File: src/rtl/bit_stream_sync.sv
// Serial frame synchroniser: hunts for a sync word, verifies it recurs every FRAME_LEN bits, then tracks lock.
// Optional feature macro BIT_STREAM_SYNC_INV_EN: also acquire on the inverted sync word and report it on inv.
module bit_stream_sync #(
   parameter int PAT_W     = 8,
   parameter int FRAME_LEN = 32,
   parameter int LOCK_N    = 3,
   parameter int MISS_N    = 2
) (
   input  logic             clk,
   input  logic             rst,
   input  logic             en,
   input  logic             din,
   input  logic [PAT_W-1:0] pattern,
   output logic             lock,
   output logic [1:0]       state,
   output logic             frame_start,
   output logic             inv
);

   typedef enum logic [1:0] {
      HUNT   = 2'd0,
      VERIFY = 2'd1,
      LOCKED = 2'd2,
      BAD    = 2'd3
   } state_t;

   localparam int FILL_W = $clog2(PAT_W + 1);

   state_t            state_q;
   logic [PAT_W-1:0]  sr_q;
   logic [PAT_W-1:0]  win;
   logic [PAT_W-1:0]  ref_pat;
   logic [FILL_W-1:0] fill_q;
   logic [15:0]       pos_q;
   logic [3:0]        match_q;
   logic [3:0]        miss_q;
   logic              lock_q;
   logic              fs_q;
   logic              inv_q;
   logic              win_ok;
   logic              at_cp;
   logic              hit_pat;
   logic              hit_inv;
   logic              hunt_hit;
   logic              cp_hit;

   // Window includes the bit being accepted this edge, so a match is reported with no extra latency.
   assign win     = {sr_q[PAT_W-2:0], din};
   assign win_ok  = (fill_q >= FILL_W'(PAT_W - 1));
   assign at_cp   = (pos_q == 16'(FRAME_LEN - 1));
   assign hit_pat = win_ok && (win == pattern);
`ifdef BIT_STREAM_SYNC_INV_EN
   assign hit_inv = win_ok && (win == ~pattern) && !hit_pat;
`else
   assign hit_inv = 1'b0;
`endif
   assign hunt_hit = hit_pat || hit_inv;
   assign ref_pat  = inv_q ? ~pattern : pattern;
   assign cp_hit   = win_ok && (win == ref_pat);

   always_ff @(posedge clk or posedge rst) begin
      if (rst) begin
         state_q <= HUNT;
         sr_q    <= '0;
         fill_q  <= '0;
         pos_q   <= '0;
         match_q <= '0;
         miss_q  <= '0;
         lock_q  <= 1'b0;
         fs_q    <= 1'b0;
         inv_q   <= 1'b0;
      end else begin
         fs_q <= 1'b0;
         if (state_q == BAD) begin
            state_q <= HUNT;
            pos_q   <= '0;
            match_q <= '0;
            miss_q  <= '0;
            lock_q  <= 1'b0;
            inv_q   <= 1'b0;
         end else if (en) begin
            sr_q <= win;
            if (fill_q != FILL_W'(PAT_W)) fill_q <= fill_q + FILL_W'(1);
            case (state_q)
               HUNT: begin
                  if (hunt_hit) begin
                     pos_q   <= '0;
                     match_q <= 4'd1;
                     inv_q   <= hit_inv;
                     if (LOCK_N == 1) begin
                        state_q <= LOCKED;
                        lock_q  <= 1'b1;
                        fs_q    <= 1'b1;
                        miss_q  <= '0;
                     end else begin
                        state_q <= VERIFY;
                     end
                  end
               end
               VERIFY: begin
                  if (!at_cp) begin
                     pos_q <= pos_q + 16'd1;
                  end else if (cp_hit) begin
                     pos_q   <= '0;
                     match_q <= match_q + 4'd1;
                     if (match_q + 4'd1 == 4'(LOCK_N)) begin
                        state_q <= LOCKED;
                        lock_q  <= 1'b1;
                        fs_q    <= 1'b1;
                        miss_q  <= '0;
                     end
                  end else begin
                     // The failing checkpoint bit is deliberately not re-tried as a hunt match.
                     state_q <= HUNT;
                     pos_q   <= '0;
                     match_q <= '0;
                     miss_q  <= '0;
                     inv_q   <= 1'b0;
                  end
               end
               LOCKED: begin
                  if (!at_cp) begin
                     pos_q <= pos_q + 16'd1;
                  end else begin
                     pos_q <= '0;
                     if (cp_hit) begin
                        miss_q <= '0;
                        fs_q   <= 1'b1;
                     end else if (miss_q + 4'd1 == 4'(MISS_N)) begin
                        state_q <= HUNT;
                        lock_q  <= 1'b0;
                        match_q <= '0;
                        miss_q  <= '0;
                        inv_q   <= 1'b0;
                     end else begin
                        miss_q <= miss_q + 4'd1;
                     end
                  end
               end
               default: ;
            endcase
         end
      end
   end

   assign state       = state_q;
   assign lock        = lock_q;
   assign frame_start = fs_q;
   assign inv         = inv_q;

endmodule
File: config.mk
export PLATFORM = sky130hd
export DESIGN_NAME = bit_stream_sync
export DESIGN_NICKNAME = d
export VERILOG_FILES = /design/src/rtl/bit_stream_sync.sv
export SDC_FILE = /design/constraint.sdc
export NUM_CORES = 1
export LEC_CHECK = 0
export BUFFER_PORTS_ARGS = -buffer_cell sky130_fd_sc_hd__buf_2
export CORE_MARGIN = 2
export CORE_UTILIZATION = 35
export CTS_BUF_LIST = sky130_fd_sc_hd__clkbuf_2 sky130_fd_sc_hd__clkbuf_4 sky130_fd_sc_hd__clkbuf_8
export DETAILED_ROUTE_END_ITERATION = 16
export PLACE_DENSITY = 0.53
export SYNTH_ARGS = -nofsm -noshare
export SYNTH_HDL_FRONTEND = slang
export SYNTH_SLANG_ARGS = --single-unit
File: constraint.sdc
create_clock -name clk -period 2.7 [get_ports clk]
set_clock_uncertainty 0.1 [all_clocks]
set_input_delay 0.54 -clock clk [delete_from_list [all_inputs] [get_ports clk]]
set_output_delay 0.54 -clock clk [all_outputs]
set_load 0.02 [all_outputs]
==> flow_summary.yaml, run 1 <==
yosys:
  ys_async_sr_fraction_pct: 100.0
  synth_seq_area_share_pct: 42.28
  synth_seq_cells: 39
  ys.flop_type: "dfrtp_1"
  synth_edf_count: 0
  yosysTopAreaCellShare_pct: 42.28
  ys_types: 38
  mappedNetlistNets: 280
  synth_area_leader_cell: "dfrtp_1"
  avgSynthCellArea_um2: 8.982
  synth_cells: 257
  synthesis.area_mm2: 0.002308
  synth-warning-count: 0
  synthTopCellsByArea: "dfrtp_1 42%, o21ai_0 7.6%, ha_1 6.0%"
floorplanning:
  initial_core_util_pct: 36.35
  core_mm2: 0.006350
  dieHeight_um: 85.22
  rows: 29
  die_w_um: 85.22
  die_area_mm2: 0.007262
  io-pin-count: 17
timing:
  tns_ps: 0
  slew_viol_final: 0
  hold_viol: 0
  period_minus_slack_ps: 2483
  rsz0062_at_grt: "no"
  fmax_ghz: 0.4028
  fin_crit_sh_pct: 91.95
  setup_violations: 0
final_layout:
  seqCellArea_um2: 975.9
  stdcell_area_mm2: 0.002613
  layout_commonest_cell: "dfrtp_1"
  multi_input_area_mm2: 0.001269
  fillerInstances: 632
  final_nets: 303
  layout-area-overhead-vs-synth_pct: 13.17
  antennaDiodeCount: 0
  drive_gt1_share_pct: 17.79
  final_cell_mix: "39 x dfrtp_1, 35 x o21ai_0, 30 x nand2_1, 25 x nor2_1, 15 x buf_2"
placed_design:
  portBuffers: 15
  hpwl_um: 3332
  post_dp_cell_area_mm2: 0.002521
  place_congestion: 0.8027
route:
  dr_total_vias: 1850
  via_per_inst: 5.168
  wl_met1_um: 2396
  ant_nets: 0
  drc: 0
  met3_length_um: 132
  wl_per_cell_um: 13.03
  wl_met2_um: 2056
  drt_first_pass_iters: 4
  drtIter0Drc: 142
  route.top_layer_used: "met4"
  drt_wl_total_um: 4665
critical_path:
  crit_family: "compound AO/OA/AOI/OAI gates"
  cp_cell_sequence: "ha_1 > a21oi_1 > or3_4 > nor4_4 > buf_4 > nand2b_1 > a2111o_1 > buf_4 > o21ai_0 > o41ai_2"
  startpoint: "fill_q[0]"
  path_buf_inv: 2
  crit_arrival_ps: 2560
  cp_max_fo: 11
  cp.depth: 10
  worstSetupEndpoint: "match_q[3]"
  slowest_stage: "a2111o_1"
  cpMostUsedCell: "buf_4"
  endpoint_kind: "flip-flop"
  r2r.worst_path.cells: 10
  worstSetupStartpointType: "flip-flop"
  cp_data_required_time_ps: 2770
  criticalPathCategory: "flip-flop to flip-flop"
  cpPeakStageDelay_ps: 440
  r2r-end: "match_q[3]"
  r2r_start: "fill_q[0]"
  rrSetupSlack_ps: 220
power:
  total_leakage_power_nw: 1.154
  powerDensity_mw_per_mm2: 898.7
  peakVddDrop_uv: 372.7
run:
  max_cap_viol_count: 0
clock_network:
  cts_buffers: 5
  cts_resized: 0
  cts_setup_buffers: 0
  clock-sinks: 39
  cts_max_level: 2
  path_clk_slew_ps: 80
  cts_tree: "yes"
  insertion_delay_ps: 300
  max-clock-path-buffers: 2
  holdBufCountCts: 0
  cts_root_buf: "clkbuf_8"
global_route:
  grt_max_degree: 40
  antenna_found_initial: 0
  gr-total-overflow: 0
  track_usage_pct: 14.34
  grt_first_pass_wirelength_um: 8383
  grt_pass1_vias: 1785
min_path:
  hold_class: "primary input to asynchronous set/reset pin"
status:
  status: "completed"
-- synth_stat cells (6+ instances only) --
library cell  number
xnor2_1            6
ha_1              11
clkbuf_1           7
mux2_2            11
nand4_1            6
o21ai_0           35
dfrtp_1           39
nor2b_1            6
nand2_1           30
nor2_1            25
nand3_1           11
a21oi_1            7
inv_1             10
-- worst min path at each step --
stage	startpoint	end	slack, ps	cells past startpoint
2_1_floorplan	pos_q[15]	pos_q[15]	350	1
3_3_place_gp	pos_q[15]	pos_q[15]	400	1
6_report	rst	fill_q[1]	260	3
3_5_place_dp	pos_q[15]	pos_q[15]	390	1
4_1_cts	rst	frame_start	280	3
5_1_grt	rst	sr_q[0]	320	3
-- cells by family (layout without fill, tap and decap cells) --
logic type	count (synthesis)	after routing	share of synthesized area [%]
fa+ha+maj	11	11	5.962
compound gates	55	55	13.93
mux	14	14	6.667
simple gates	107	107	23.52
flops	39	39	42.28
xor+xnor	11	11	4.173
buf+inv	19	43	3.307
other cells	1	1	0.1624
-- sequential cells by signal (all words and copies together), names as in the netlist --
register     count
sr_q             7
frame_start      1
fill_q           4
state            2
lock             1
match_q          4
pos_q           16
miss_q           4
-- stage by stage --
step	setup slack (ps)	hold WS [ps]	power [mW]	instances	util [%]
floorplan	314.1	350.9	1.671	257	-
global placement	183.5	401.0	1.952	350	39.70
detailed placement	144.7	392.2	1.972	350	39.70
CTS	133.6	279.4	2.372	358	41.02
global route	9.448	316.2	2.572	358	41.14
finish	217.4	256.1	2.348	358	41.14
-- report_power, final --
| group | internal, mW | switching [mW] |
|---|---|---|
| Sequential | 0.738 | 0.165 |
| Clock | 0.177 | 0.210 |
| Combinational | 0.463 | 0.595 |
| Total | 1.38 | 0.970 |
-- routing by layer --
layer  up-vias  track usage, %
li1        949               -
met1       873           20.07
met4         0           5.628
met5         -               0
met2        22           21.80
met3         6           2.918
-- worst reg2reg max path, delay by kind of cell, from the launching register on --
kind	cells	cell delay, ps
buffers and inverters	2	360
AND/OR/NAND/NOR	3	360
AO/OA/AOI/OAI	4	900
adder cells (fa/ha/maj)	1	220
flip-flops	1	420
-- cell type report --
cell class / instances / area share, %
Multi-Input combinational cell: 199 / 48.56
Sequential cell: 39 / 37.36
Timing Repair Buffer: 25 / 5.747
Tap cell: 77 / 3.688
Clock buffer: 5 / 2.634
Inverter: 10 / 1.437
Clock inverter: 3 / 0.5747
Note: power is estimated with default switching activity, not from simulation.
==> run 2, diff against run 1 <==
- BUFFER_PORTS_ARGS: -buffer_cell sky130_fd_sc_hd__buf_2 -> -buffer_cell sky130_fd_sc_hd__buf_4
==> run 2 against run 1 <==
Maximum frequency is 0.93% lower; via count is 0.27% higher; cell count is 0.56% lower; global-route usage is 0.25 points lower; count of clock-buffer cells in the layout is 1 higher; sequential power is 0.8% lower; register-to-register slack worse by 20 ps; largest power group unchanged; hold slack better by 11 ps; highest routed layer unchanged.
==> flow_summary.yaml, run 2 (synthesized netlist as in run 1, its figures left out) <==
status:
  status: "completed"
critical_path:
  worstSetupStartpointType: "flip-flop"
  cp_data_required_time_ps: 2770
  path_buf_inv: 1
  rrSetupSlack_ps: 190
  endpoint_kind: "flip-flop"
  crit_family: "compound AO/OA/AOI/OAI gates"
  crit_arrival_ps: 2580
  cpPeakStageDelay_ps: 410
  cp_max_fo: 10
  criticalPathCategory: "flip-flop to flip-flop"
  slowest_stage: "dfrtp_1"
  cp_cell_sequence: "ha_1 > and4_1 > nand4_1 > and2_1 > a21o_1 > a2111o_1 > buf_4 > o21ai_0 > o41ai_2"
timing:
  period_minus_slack_ps: 2506
  setup_ws_ps: 194.1
  hold_viol: 0
  slew_viol_final: 0
  rsz0062_at_grt: "no"
  fin_crit_sh_pct: 92.81
  fmax_ghz: 0.3991
  setup_violations: 0
  tns_ps: 0
power:
  powerDensity_mw_per_mm2: 891.4
  peakVddDrop_uv: 323.1
  p_total_mw: 2.359
  total_leakage_power_nw: 1.161
global_route:
  grt_max_degree: 40
  top_usage_layer: "met2"
  gr-total-overflow: 0
  grt_pass1_vias: 1817
  globalRouteMet3Util_pct: 3.016
  grt_use_met2_pct: 22.51
  track_usage_pct: 14.09
  antenna_found_initial: 0
  grtUsageMet1_pct: 19.18
  grt_first_pass_wirelength_um: 8390
clock_network:
  cts_buffers: 5
  cts_setup_buffers: 0
  clock-sinks: 39
  cts_root_buf: "clkbuf_8"
  cts_max_level: 2
  max-clock-path-buffers: 2
  cts_resized: 0
  path_clk_slew_ps: 80
  insertion_delay_ps: 290
  cts_tree: "yes"
  holdBufCountCts: 0
placed_design:
  place_ws_ps: 148.9
  portBuffers: 15
  hpwl_um: 3202
  place_congestion: 0.8146
  dp.cells: 349
  post_dp_cell_area_mm2: 0.002551
floorplanning:
  die_w_um: 85.22
  initial_core_util_pct: 36.35
  core_mm2: 0.006350
  dieHeight_um: 85.22
  die_area_mm2: 0.007262
  rows: 29
  io-pin-count: 17
route:
  drt_first_pass_iters: 4
  ant_nets: 0
  dr_total_vias: 1855
  wl_per_cell_um: 12.31
  via_per_inst: 5.211
  drtIter0Drc: 88
  drt_wl_total_um: 4381
  drc: 0
run:
  max_cap_viol_count: 0
final_layout:
  drive_gt1_share_pct: 17.20
  fillerInstances: 630
  stdcell_area_mm2: 0.002646
  largest_register: "pos_q"
  final_cells: 356
  largest_reg_flops: 16
  layout_commonest_cell: "dfrtp_1"
  antennaDiodeCount: 0
  final_cell_mix: "39 x dfrtp_1, 35 x o21ai_0, 30 x nand2_1, 25 x nor2_1, 24 x buf_4"
  top_regs: "pos_q x16, sr_q x7"
  layout-area-overhead-vs-synth_pct: 14.63
  final_nets: 302
min_path:
  hold_class: "primary input to asynchronous set/reset pin"
## run 2: path summary, 6_finish.rpt
path | start | end | depth (start not counted)
max in group asynchronous | rst | pos_q[10] | 3
min in group clk | din | sr_q[0] | 2
worst min register to register | pos_q[15] | pos_q[15] | 1
worst max-delay path | pos_q[1] | match_q[3] | 9
worst max register to register | pos_q[1] | match_q[3] | 9
worst min-delay path | rst | fill_q[1] | 3
## run 2: final cells by class
| class | count | area (um2) | share of cell area [%] |
|---|---|---|---|
| Tap cell | 77 | 96.34 | 3.641 |
| Timing Repair Buffer | 24 | 180.2 | 6.809 |
| Sequential cell | 39 | 975.9 | 36.88 |
| Clock buffer | 6 | 82.58 | 3.121 |
| Clock inverter | 1 | 5.005 | 0.1891 |
| Multi-Input combinational cell | 199 | 1269 | 47.94 |
| Inverter | 10 | 37.54 | 1.418 |
## run 2: worst register-to-register path, stage by stage (launching register included)
cell and delay, ps:
dfrtp_1 410, ha_1 230, and4_1 280, nand4_1 200, and2_1 230, a21o_1 150, a2111o_1 300, buf_4 180
o21ai_0 210, o41ai_2 100
## run 2: stage by stage
| stage | utilization (%) | hold WS [ps] |
|---|---|---|
| after floorplan | - | 350.9 |
| after detailed placement | 40.18 | 399.7 |
| after global routing | 41.67 | 324.0 |
| after CTS | 41.56 | 293.8 |
| after global placement | 40.18 | 392.2 |
| final | 41.67 | 266.8 |
## run 2: where the power goes
| part | internal (mW) | switching (mW) | total, mW |
|---|---|---|---|
| sequential | 0.739 | 0.157 | 0.896 |
| clock | 0.200 | 0.199 | 0.399 |
| combinational | 0.476 | 0.588 | 1.06 |
## run 2: metal layers
metal / routed length, um / vias up / share of wire [%]
met2: 1929 / 28 / 44
met1: 2252 / 880 / 51
li1: - / 941 / -
met3: 128 / 6 / 2.9
met4: 70 / 0 / 1.6
met5: 0 / - / 0
